$ cat src/rtl/wb_i2c_bus_if_if.sv
// Bus bundle for wb_i2c_bus_if: request/response handshake, Wishbone master pins,
// I2C slave pins and FSM debug state.
interface wb_i2c_bus_if_if #(
  parameter int WB_ADDR_WIDTH  = 2,
  parameter int WB_DATA_WIDTH  = 8,
  parameter int I2C_ADDR_WIDTH = 7,
  parameter int I2C_DATA_WIDTH = 8
);
  // Handshake: a request transfers on any cycle where req_valid && req_ready; the
  // requester holds req_* stable until then. rsp_valid is a one-cycle pulse with no
  // backpressure, and req_ready is high again in that same cycle.
  logic                      req_valid;
  logic                      req_we;
  logic [WB_ADDR_WIDTH-1:0]  req_adr;
  logic [WB_DATA_WIDTH-1:0]  req_wdata;
  logic                      req_ready;
  logic                      rsp_valid;
  logic [WB_DATA_WIDTH-1:0]  rsp_rdata;
  logic                      cyc_o;
  logic                      stb_o;
  logic                      we_o;
  logic [WB_ADDR_WIDTH-1:0]  adr_o;
  logic [WB_DATA_WIDTH-1:0]  dat_o;
  logic [WB_DATA_WIDTH-1:0]  dat_i;
  logic                      ack_i;
  logic                      irq_i;
  logic                      irq_o;
  logic                      scl;
  logic                      sda_i;
  logic                      sda_oe;
  logic                      i2c_op;
  logic [I2C_ADDR_WIDTH-1:0] i2c_adr;
  logic                      wr_valid;
  logic [I2C_DATA_WIDTH-1:0] wr_data;
  logic [I2C_DATA_WIDTH-1:0] rd_data;
  logic                      rd_req;
  logic                      xfer_done;
  logic                      wb_state;
  logic [2:0]                i2c_state;

  modport slave (
    input  req_valid, req_we, req_adr, req_wdata, dat_i, ack_i, irq_i, scl, sda_i, rd_data,
    output req_ready, rsp_valid, rsp_rdata, cyc_o, stb_o, we_o, adr_o, dat_o, irq_o,
    output sda_oe, i2c_op, i2c_adr, wr_valid, wr_data, rd_req, xfer_done, wb_state, i2c_state
  );

  modport master (
    output req_valid, req_we, req_adr, req_wdata, dat_i, ack_i, irq_i, scl, sda_i, rd_data,
    input  req_ready, rsp_valid, rsp_rdata, cyc_o, stb_o, we_o, adr_o, dat_o, irq_o,
    input  sda_oe, i2c_op, i2c_adr, wr_valid, wr_data, rd_req, xfer_done, wb_state, i2c_state
  );
endinterface

$ cat src/rtl/wb_i2c_bus_if.sv
// Wishbone single-cycle master plus an I2C slave responder on one SCL/SDA pair.
// The two engines are independent and share only clock and reset.
module wb_i2c_bus_if #(
  parameter int                        WB_ADDR_WIDTH  = 2,
  parameter int                        WB_DATA_WIDTH  = 8,
  parameter int                        I2C_ADDR_WIDTH = 7,
  parameter int                        I2C_DATA_WIDTH = 8,
  parameter logic [I2C_ADDR_WIDTH-1:0] SLAVE_ADDR     = 7'h22
) (
  input logic            clk_i,
  input logic            rst_i,
  wb_i2c_bus_if_if.slave bus
);
  localparam logic [3:0] BYTE_BITS = 4'(I2C_DATA_WIDTH);

  typedef enum logic {WB_IDLE, WB_BUS} wb_state_t;
  typedef enum logic [2:0] {
    I_IDLE, I_ADDR, I_ADDR_ACK, I_WR, I_WR_ACK, I_RD, I_RD_ACK, I_WAIT_STOP
  } i2c_state_t;

  wb_state_t  wb_st;
  i2c_state_t i2c_st;

  assign bus.wb_state  = wb_st;
  assign bus.i2c_state = i2c_st;

  always_ff @(posedge clk_i) begin
    if (rst_i) begin
      wb_st         <= WB_IDLE;
      bus.req_ready <= 1'b1;
      bus.rsp_valid <= 1'b0;
      bus.rsp_rdata <= '0;
      bus.cyc_o     <= 1'b0;
      bus.stb_o     <= 1'b0;
      bus.we_o      <= 1'b0;
      bus.adr_o     <= '0;
      bus.dat_o     <= '0;
      bus.irq_o     <= 1'b0;
    end else begin
      bus.rsp_valid <= 1'b0;
      bus.irq_o     <= bus.irq_i;
      case (wb_st)
        WB_IDLE: begin
          if (bus.req_valid && bus.req_ready) begin
            bus.cyc_o     <= 1'b1;
            bus.stb_o     <= 1'b1;
            bus.we_o      <= bus.req_we;
            bus.adr_o     <= bus.req_adr;
            bus.dat_o     <= bus.req_wdata;
            bus.req_ready <= 1'b0;
            wb_st         <= WB_BUS;
          end
        end
        WB_BUS: begin
          if (bus.ack_i) begin
            bus.rsp_rdata <= bus.we_o ? '0 : bus.dat_i;
            bus.rsp_valid <= 1'b1;
            bus.cyc_o     <= 1'b0;
            bus.stb_o     <= 1'b0;
            bus.we_o      <= 1'b0;
            bus.req_ready <= 1'b1;
            wb_st         <= WB_IDLE;
          end
        end
        default: wb_st <= WB_IDLE;
      endcase
    end
  end

  // Two synchronizer stages plus one history stage; idle bus level is high.
  logic [1:0] scl_sync, sda_sync;
  logic       scl_d, sda_d;
  always_ff @(posedge clk_i) begin
    if (rst_i) begin
      scl_sync <= 2'b11;
      sda_sync <= 2'b11;
      scl_d    <= 1'b1;
      sda_d    <= 1'b1;
    end else begin
      scl_sync <= {scl_sync[0], bus.scl};
      sda_sync <= {sda_sync[0], bus.sda_i};
      scl_d    <= scl_sync[1];
      sda_d    <= sda_sync[1];
    end
  end

  logic scl_s, sda_s, scl_rise, scl_fall, start_cond, stop_cond;
  assign scl_s      = scl_sync[1];
  assign sda_s      = sda_sync[1];
  assign scl_rise   = scl_s & ~scl_d;
  assign scl_fall   = ~scl_s & scl_d;
  assign start_cond = scl_s & scl_d & sda_d & ~sda_s;
  assign stop_cond  = scl_s & scl_d & ~sda_d & sda_s;

  logic [I2C_DATA_WIDTH-1:0] shreg;
  logic [3:0]                bit_cnt;
  logic                      addressed;

  always_ff @(posedge clk_i) begin
    if (rst_i) begin
      i2c_st        <= I_IDLE;
      shreg         <= '0;
      bit_cnt       <= '0;
      addressed     <= 1'b0;
      bus.sda_oe    <= 1'b0;
      bus.i2c_op    <= 1'b0;
      bus.i2c_adr   <= '0;
      bus.wr_valid  <= 1'b0;
      bus.wr_data   <= '0;
      bus.rd_req    <= 1'b0;
      bus.xfer_done <= 1'b0;
    end else begin
      bus.wr_valid  <= 1'b0;
      bus.rd_req    <= 1'b0;
      bus.xfer_done <= 1'b0;
      // Bus conditions win over any bit activity seen in the same cycle.
      if (stop_cond) begin
        i2c_st        <= I_IDLE;
        bus.sda_oe    <= 1'b0;
        bus.xfer_done <= addressed;
        addressed     <= 1'b0;
      end else if (start_cond) begin
        i2c_st     <= I_ADDR;
        bus.sda_oe <= 1'b0;
        bit_cnt    <= '0;
      end else begin
        case (i2c_st)
          I_ADDR, I_WR: begin
            if (scl_rise && bit_cnt != BYTE_BITS) begin
              shreg   <= {shreg[I2C_DATA_WIDTH-2:0], sda_s};
              bit_cnt <= bit_cnt + 4'd1;
            end else if (scl_fall && bit_cnt == BYTE_BITS) begin
              bit_cnt <= '0;
              if (i2c_st == I_WR) begin
                bus.wr_valid <= 1'b1;
                bus.wr_data  <= shreg;
                bus.sda_oe   <= 1'b1;
                i2c_st       <= I_WR_ACK;
              end else if (shreg[I2C_DATA_WIDTH-1:1] == SLAVE_ADDR) begin
                bus.i2c_adr <= shreg[I2C_DATA_WIDTH-1:1];
                bus.i2c_op  <= shreg[0];
                addressed   <= 1'b1;
                bus.sda_oe  <= 1'b1;
                i2c_st      <= I_ADDR_ACK;
              end else begin
                i2c_st <= I_IDLE;
              end
            end
          end
          I_ADDR_ACK, I_WR_ACK, I_RD_ACK: begin
            if (scl_rise) begin
              // Only a read ACK slot samples the master; a high level there is a NACK.
              if (i2c_st == I_RD_ACK && sda_s) i2c_st <= I_WAIT_STOP;
              else bit_cnt <= 4'd1;
            end else if (scl_fall && bit_cnt == 4'd1) begin
              if (i2c_st == I_RD_ACK || (i2c_st == I_ADDR_ACK && bus.i2c_op)) begin
                bus.rd_req <= 1'b1;
                bus.sda_oe <= ~bus.rd_data[I2C_DATA_WIDTH-1];
                shreg      <= {bus.rd_data[I2C_DATA_WIDTH-2:0], 1'b0};
                i2c_st     <= I_RD;
              end else begin
                bus.sda_oe <= 1'b0;
                bit_cnt    <= '0;
                i2c_st     <= I_WR;
              end
            end
          end
          I_RD: begin
            if (scl_fall) begin
              if (bit_cnt == BYTE_BITS) begin
                bus.sda_oe <= 1'b0;
                bit_cnt    <= '0;
                i2c_st     <= I_RD_ACK;
              end else begin
                bus.sda_oe <= ~shreg[I2C_DATA_WIDTH-1];
                shreg      <= {shreg[I2C_DATA_WIDTH-2:0], 1'b0};
                bit_cnt    <= bit_cnt + 4'd1;
              end
            end
          end
          default: ;
        endcase
      end
    end
  end
endmodule

$ cat src/flat_wrapper.sv
// flat-port wrapper written by rule: the top's interface ports become plain ports
module wb_i2c_bus_if_flat 
#(
  parameter int                        WB_ADDR_WIDTH  = 2,
  parameter int                        WB_DATA_WIDTH  = 8,
  parameter int                        I2C_ADDR_WIDTH = 7,
  parameter int                        I2C_DATA_WIDTH = 8,
  parameter logic [I2C_ADDR_WIDTH-1:0] SLAVE_ADDR     = 7'h22
)
  (clk_i, rst_i, bus_req_valid, bus_req_we, bus_req_adr, bus_req_wdata, bus_dat_i, bus_ack_i, bus_irq_i, bus_scl, bus_sda_i, bus_rd_data, bus_req_ready, bus_rsp_valid, bus_rsp_rdata, bus_cyc_o, bus_stb_o, bus_we_o, bus_adr_o, bus_dat_o, bus_irq_o, bus_sda_oe, bus_i2c_op, bus_i2c_adr, bus_wr_valid, bus_wr_data, bus_rd_req, bus_xfer_done, bus_wb_state, bus_i2c_state);
  wb_i2c_bus_if_if #(.WB_ADDR_WIDTH(WB_ADDR_WIDTH), .WB_DATA_WIDTH(WB_DATA_WIDTH), .I2C_ADDR_WIDTH(I2C_ADDR_WIDTH), .I2C_DATA_WIDTH(I2C_DATA_WIDTH)) bus_i ();
  input logic clk_i;
  input logic rst_i;
  input wire logic [$bits(bus_i.req_valid)-1:0] bus_req_valid;
  input wire logic [$bits(bus_i.req_we)-1:0] bus_req_we;
  input wire logic [$bits(bus_i.req_adr)-1:0] bus_req_adr;
  input wire logic [$bits(bus_i.req_wdata)-1:0] bus_req_wdata;
  input wire logic [$bits(bus_i.dat_i)-1:0] bus_dat_i;
  input wire logic [$bits(bus_i.ack_i)-1:0] bus_ack_i;
  input wire logic [$bits(bus_i.irq_i)-1:0] bus_irq_i;
  input wire logic [$bits(bus_i.scl)-1:0] bus_scl;
  input wire logic [$bits(bus_i.sda_i)-1:0] bus_sda_i;
  input wire logic [$bits(bus_i.rd_data)-1:0] bus_rd_data;
  output wire logic [$bits(bus_i.req_ready)-1:0] bus_req_ready;
  output wire logic [$bits(bus_i.rsp_valid)-1:0] bus_rsp_valid;
  output wire logic [$bits(bus_i.rsp_rdata)-1:0] bus_rsp_rdata;
  output wire logic [$bits(bus_i.cyc_o)-1:0] bus_cyc_o;
  output wire logic [$bits(bus_i.stb_o)-1:0] bus_stb_o;
  output wire logic [$bits(bus_i.we_o)-1:0] bus_we_o;
  output wire logic [$bits(bus_i.adr_o)-1:0] bus_adr_o;
  output wire logic [$bits(bus_i.dat_o)-1:0] bus_dat_o;
  output wire logic [$bits(bus_i.irq_o)-1:0] bus_irq_o;
  output wire logic [$bits(bus_i.sda_oe)-1:0] bus_sda_oe;
  output wire logic [$bits(bus_i.i2c_op)-1:0] bus_i2c_op;
  output wire logic [$bits(bus_i.i2c_adr)-1:0] bus_i2c_adr;
  output wire logic [$bits(bus_i.wr_valid)-1:0] bus_wr_valid;
  output wire logic [$bits(bus_i.wr_data)-1:0] bus_wr_data;
  output wire logic [$bits(bus_i.rd_req)-1:0] bus_rd_req;
  output wire logic [$bits(bus_i.xfer_done)-1:0] bus_xfer_done;
  output wire logic [$bits(bus_i.wb_state)-1:0] bus_wb_state;
  output wire logic [$bits(bus_i.i2c_state)-1:0] bus_i2c_state;
  assign bus_i.req_valid = bus_req_valid;
  assign bus_i.req_we = bus_req_we;
  assign bus_i.req_adr = bus_req_adr;
  assign bus_i.req_wdata = bus_req_wdata;
  assign bus_i.dat_i = bus_dat_i;
  assign bus_i.ack_i = bus_ack_i;
  assign bus_i.irq_i = bus_irq_i;
  assign bus_i.scl = bus_scl;
  assign bus_i.sda_i = bus_sda_i;
  assign bus_i.rd_data = bus_rd_data;
  assign bus_req_ready = bus_i.req_ready;
  assign bus_rsp_valid = bus_i.rsp_valid;
  assign bus_rsp_rdata = bus_i.rsp_rdata;
  assign bus_cyc_o = bus_i.cyc_o;
  assign bus_stb_o = bus_i.stb_o;
  assign bus_we_o = bus_i.we_o;
  assign bus_adr_o = bus_i.adr_o;
  assign bus_dat_o = bus_i.dat_o;
  assign bus_irq_o = bus_i.irq_o;
  assign bus_sda_oe = bus_i.sda_oe;
  assign bus_i2c_op = bus_i.i2c_op;
  assign bus_i2c_adr = bus_i.i2c_adr;
  assign bus_wr_valid = bus_i.wr_valid;
  assign bus_wr_data = bus_i.wr_data;
  assign bus_rd_req = bus_i.rd_req;
  assign bus_xfer_done = bus_i.xfer_done;
  assign bus_wb_state = bus_i.wb_state;
  assign bus_i2c_state = bus_i.i2c_state;
  wb_i2c_bus_if #(.WB_ADDR_WIDTH(WB_ADDR_WIDTH), .WB_DATA_WIDTH(WB_DATA_WIDTH), .I2C_ADDR_WIDTH(I2C_ADDR_WIDTH), .I2C_DATA_WIDTH(I2C_DATA_WIDTH), .SLAVE_ADDR(SLAVE_ADDR)) u_core (.clk_i(clk_i), .rst_i(rst_i), .bus(bus_i));
endmodule
$ cat config.mk
export PLATFORM = sky130hd
export DESIGN_NAME = wb_i2c_bus_if_flat
export DESIGN_NICKNAME = d
export VERILOG_FILES = /design/src/rtl/wb_i2c_bus_if_if.sv /design/src/rtl/wb_i2c_bus_if.sv /design/src/flat_wrapper.sv
export SDC_FILE = /design/constraint.sdc
export NUM_CORES = 1
export LEC_CHECK = 0
export CORE_UTILIZATION = 40
export CTS_CLUSTER_SIZE = 20
export DETAILED_ROUTE_END_ITERATION = 8
export GPL_TIMING_DRIVEN = 1
export PLACE_DENSITY = 0.69
export SYNTH_ARGS = -nofsm -noshare
export SYNTH_HDL_FRONTEND = slang
export SYNTH_SLANG_ARGS = --single-unit
$ cat constraint.sdc
create_clock -name clk_i -period 5.05 [get_ports clk_i]
set_input_delay 0.505 -clock clk_i [delete_from_list [all_inputs] [get_ports clk_i]]
set_output_delay 0.505 -clock clk_i [all_outputs]
set_load 0.01 [all_outputs]
==> results.md <==
* Post-Synth Simple-Gate Area at 22.2%
* DR iter-0 viols at 245
* Clock edge transition at the registers on the reported setup and hold paths at 70 ps
* Synth Area in Adders at 1.30%
* Post-synth EDFFs at 0
* Sw frac at 30.7%
* Compound-Gate Fraction of Synth Area at 20.5%
* Routed WL at 7.16 mm
* Synth warn at 0
* Reg2reg end: u_core.bit_cnt[0]
* Clk pwr share at 34.2%
* Sequential share of the synthesized area at 45.9%
* Drt drc at 0
* Crit path required time at 5290 ps
* Number of H-tree levels at 3
* Total track usage at 19.9%
* Dpl hpwl at 4.97 mm
* Initial antenna violation count at 0
* CTS tree: done
* Worst Hold Class: flop to flop
* Final nets at 422
* RSZ-0062 raised after global routing: false
* PnR Total Power at 0.00147 W
* R2R depth at 5
* Initial Util at 41.9%
* Most common cell after layout, fill and taps aside: clkdlybuf4s50_1
* Area Growth Syn to Fin at 37.0%
* Skew-Pair Late Insertion Delay at 330 ps
* CP arrival at 2710 ps
* Most frequent cells in the layout: clkdlybuf4s50_1 (80), dfxtp_1 (66), nand2_1 (38), a21oi_1 (30), nor2_1 (29)
* Core area at 6870 um2
* Num CTS Buffers at 9
* Reg-to-Reg Start: u_core.bus.i2c_state[1]
* Sw Pwr at 0.000451 W
* Chip height at 86.8 um
* CTS hold repair buffers at 0
* R2r setup slk at 2590 ps
* Design area at 3940 um2
* Row count at 30
* Max VDD drop at 164 uV
* Final hold vios at 0
* Postcts setup bufs at 0
* DR vias at 2,538
* Synth cell types at 58
* Achievable Freq at 406 MHz
* Largest net degree at the start of global routing at 53
* DP Area at 3710 um2
* Post-Synthesis Cells at 310
* Layout cells sized above 1 at 10.3%
* Post-synthesis mux area share at 5.92%
* Resize count post-CTS at 0
* Post-DRT Antenna Nets at 0
* Worst hold start: u_core.sda_sync[0]
* Total gr overflow at 0
* Critical Path Sink Type: flop
* Setup TNS at 0 ps
* Worst Setup SP: u_core.bus.i2c_state[1]
* CP Capture Point: u_core.bit_cnt[0]
* P_int at 0.00102 W
* Boundary Pins at 82
* Clock Path Buffers at 2
* Synth Area in XOR/XNOR at 0.304%
* WHS at 408 ps
* Final worst path period need at 2460 ps
* Tcrit/Tclk final at 48.8%
* Clk_skew at 3.75 ps
* Max Cap Viol at 0
* WHS Path Cells at 1
* CTS root buf: clkbuf_8
* Headroom to the max-slew limit at 32.2%
* Lkg Pwr at 1.51 nW
* Largest family of logic cells by synthesized area: simple AND/OR/NAND/NOR gates
* Layout Utilization at 57.4%
* Post-synthesis async set-or-reset flop share at 0%
* Setup-failing EPs final at 0
* Die area at 7530 um2
* Post-Synthesis Cell Area at 2880 um2
* Yosys reg bits at 66
* Syn nets at 347
* PD cells at 373 nW/um2
* Tightest Pin Transition at 1010 ps
* RePlAce Congestion at 0.856
* CTS Sinks at 66
* Post-synth top flop: dfxtp_1
* Crit start category: flop
* ANT cells at 0
* Sequential share of power at 41.3%
* Gate power share at 24.5%
* First-pass GRT wire length at 11.6 mm
* Drt pass-1 iters at 4
* Crit path max fanout at 17
* Port-buffer cells at 81
* Final Max Tran Viols at 0
* Vias in the first global route at 2,300
* CP Class: flop to flop
* Status: finished clean
* Wire per inst at 14.7 um
* DR vias/cell at 5.22
* Chip width at 86.8 um
* Syn Area/Cell at 9.28 um2
-- power by group through the flow --
stage / Sequential [W] / Clock (W) / Combinational (W)
3_5_place_dp: 0.000619 / 0 / 0.000355
3_3_place_gp: 0.000617 / 0 / 0.000349
5_1_grt: 0.000615 / 0.000538 / 0.000395
2_1_floorplan: 0.000606 / 0 / 0.000265
6_report: 0.000608 / 0.000503 / 0.000360
4_1_cts: 0.000607 / 0.000515 / 0.000358
-- synthesized netlist by cell type (all sizes together) (4+ instances only) --
| library cell | n | area [um2] |
|---|---|---|
| buf | 8 | 48.8 |
| dfxtp | 66 | 1320 |
| or2 | 9 | 56.3 |
| clkbuf | 10 | 47.5 |
| a311oi | 11 | 109 |
| o21ai | 6 | 30.0 |
| nor2 | 29 | 109 |
| nand2 | 39 | 154 |
| nand4 | 4 | 25.0 |
| nor3b | 4 | 46.3 |
| inv | 4 | 15.0 |
| a21oi | 30 | 150 |
| a22o | 8 | 70.1 |
| nor2b | 7 | 43.8 |
| and2 | 7 | 43.8 |
| mux2i | 17 | 170 |
-- routing by layer --
layer | GRT usage [%] | wire (um) | vias up
li1 | - | - | 1268
met1 | 27.7 | 3400 | 1176
met2 | 29.9 | 3350 | 86
met3 | 5.05 | 332 | 8
met4 | 6.97 | 79 | 0
met5 | 0 | 0 | -
-- through the flow --
stage                     worst slack [ps]  std cells
after global routing                  2300        486
final                                 2590        486
after detailed placement              2650        470
after global placement                2770        470
after floorplan                       3150        310
after CTS                             2620        486
-- cell families after synthesis --
kind of cell | Yosys count
AOI/OAI and AO/OA | 80
DFF | 66
xor gates and xnor gates | 1
muxes | 17
adders and majority gates | 3
buffers and inverters | 22
and+or+nand+nor | 121
-- worst max-delay path: stages (launching register included) --
cell	delay (ps)
dfxtp_1	470
o21bai_1	870
a211oi_1	120
o21ai_1	490
a31oi_1	150
a311oi_1	270
-- how the worst min path moves through the flow --
stage	endpoint	slack [ps]
after floorplan	u_core.scl_sync[1]	390
after global placement	u_core.sda_sync[1]	390
after detailed placement	u_core.sda_sync[1]	390
after CTS	u_core.sda_sync[1]	410
after global routing	u_core.sda_sync[1]	420
final	u_core.sda_sync[1]	410
-- flip-flops by register name (all words and copies together) (netlist names), 2 cells and up --
signal,flops
u_core.bit_cnt,4
u_core.bus.adr_o,2
u_core.sda_sync,2
u_core.bus.i2c_state,3
u_core.bus.rsp_rdata,8
u_core.scl_sync,2
u_core.bus.i2c_adr,7
u_core.shreg,8
u_core.bus.wr_data,8
u_core.bus.dat_o,8
-- area by class of cell --
cell class / count / area, um2
fill: 620 / 2930
multi-input combinational: 222 / 1440
sequential: 66 / 1320
timing repair buffer: 82 / 813
clock buffer: 10 / 138
tap: 96 / 120
clock inverter: 6 / 90.1
inverter: 4 / 15.0
Note: power is estimated with default switching activity, not from simulation.
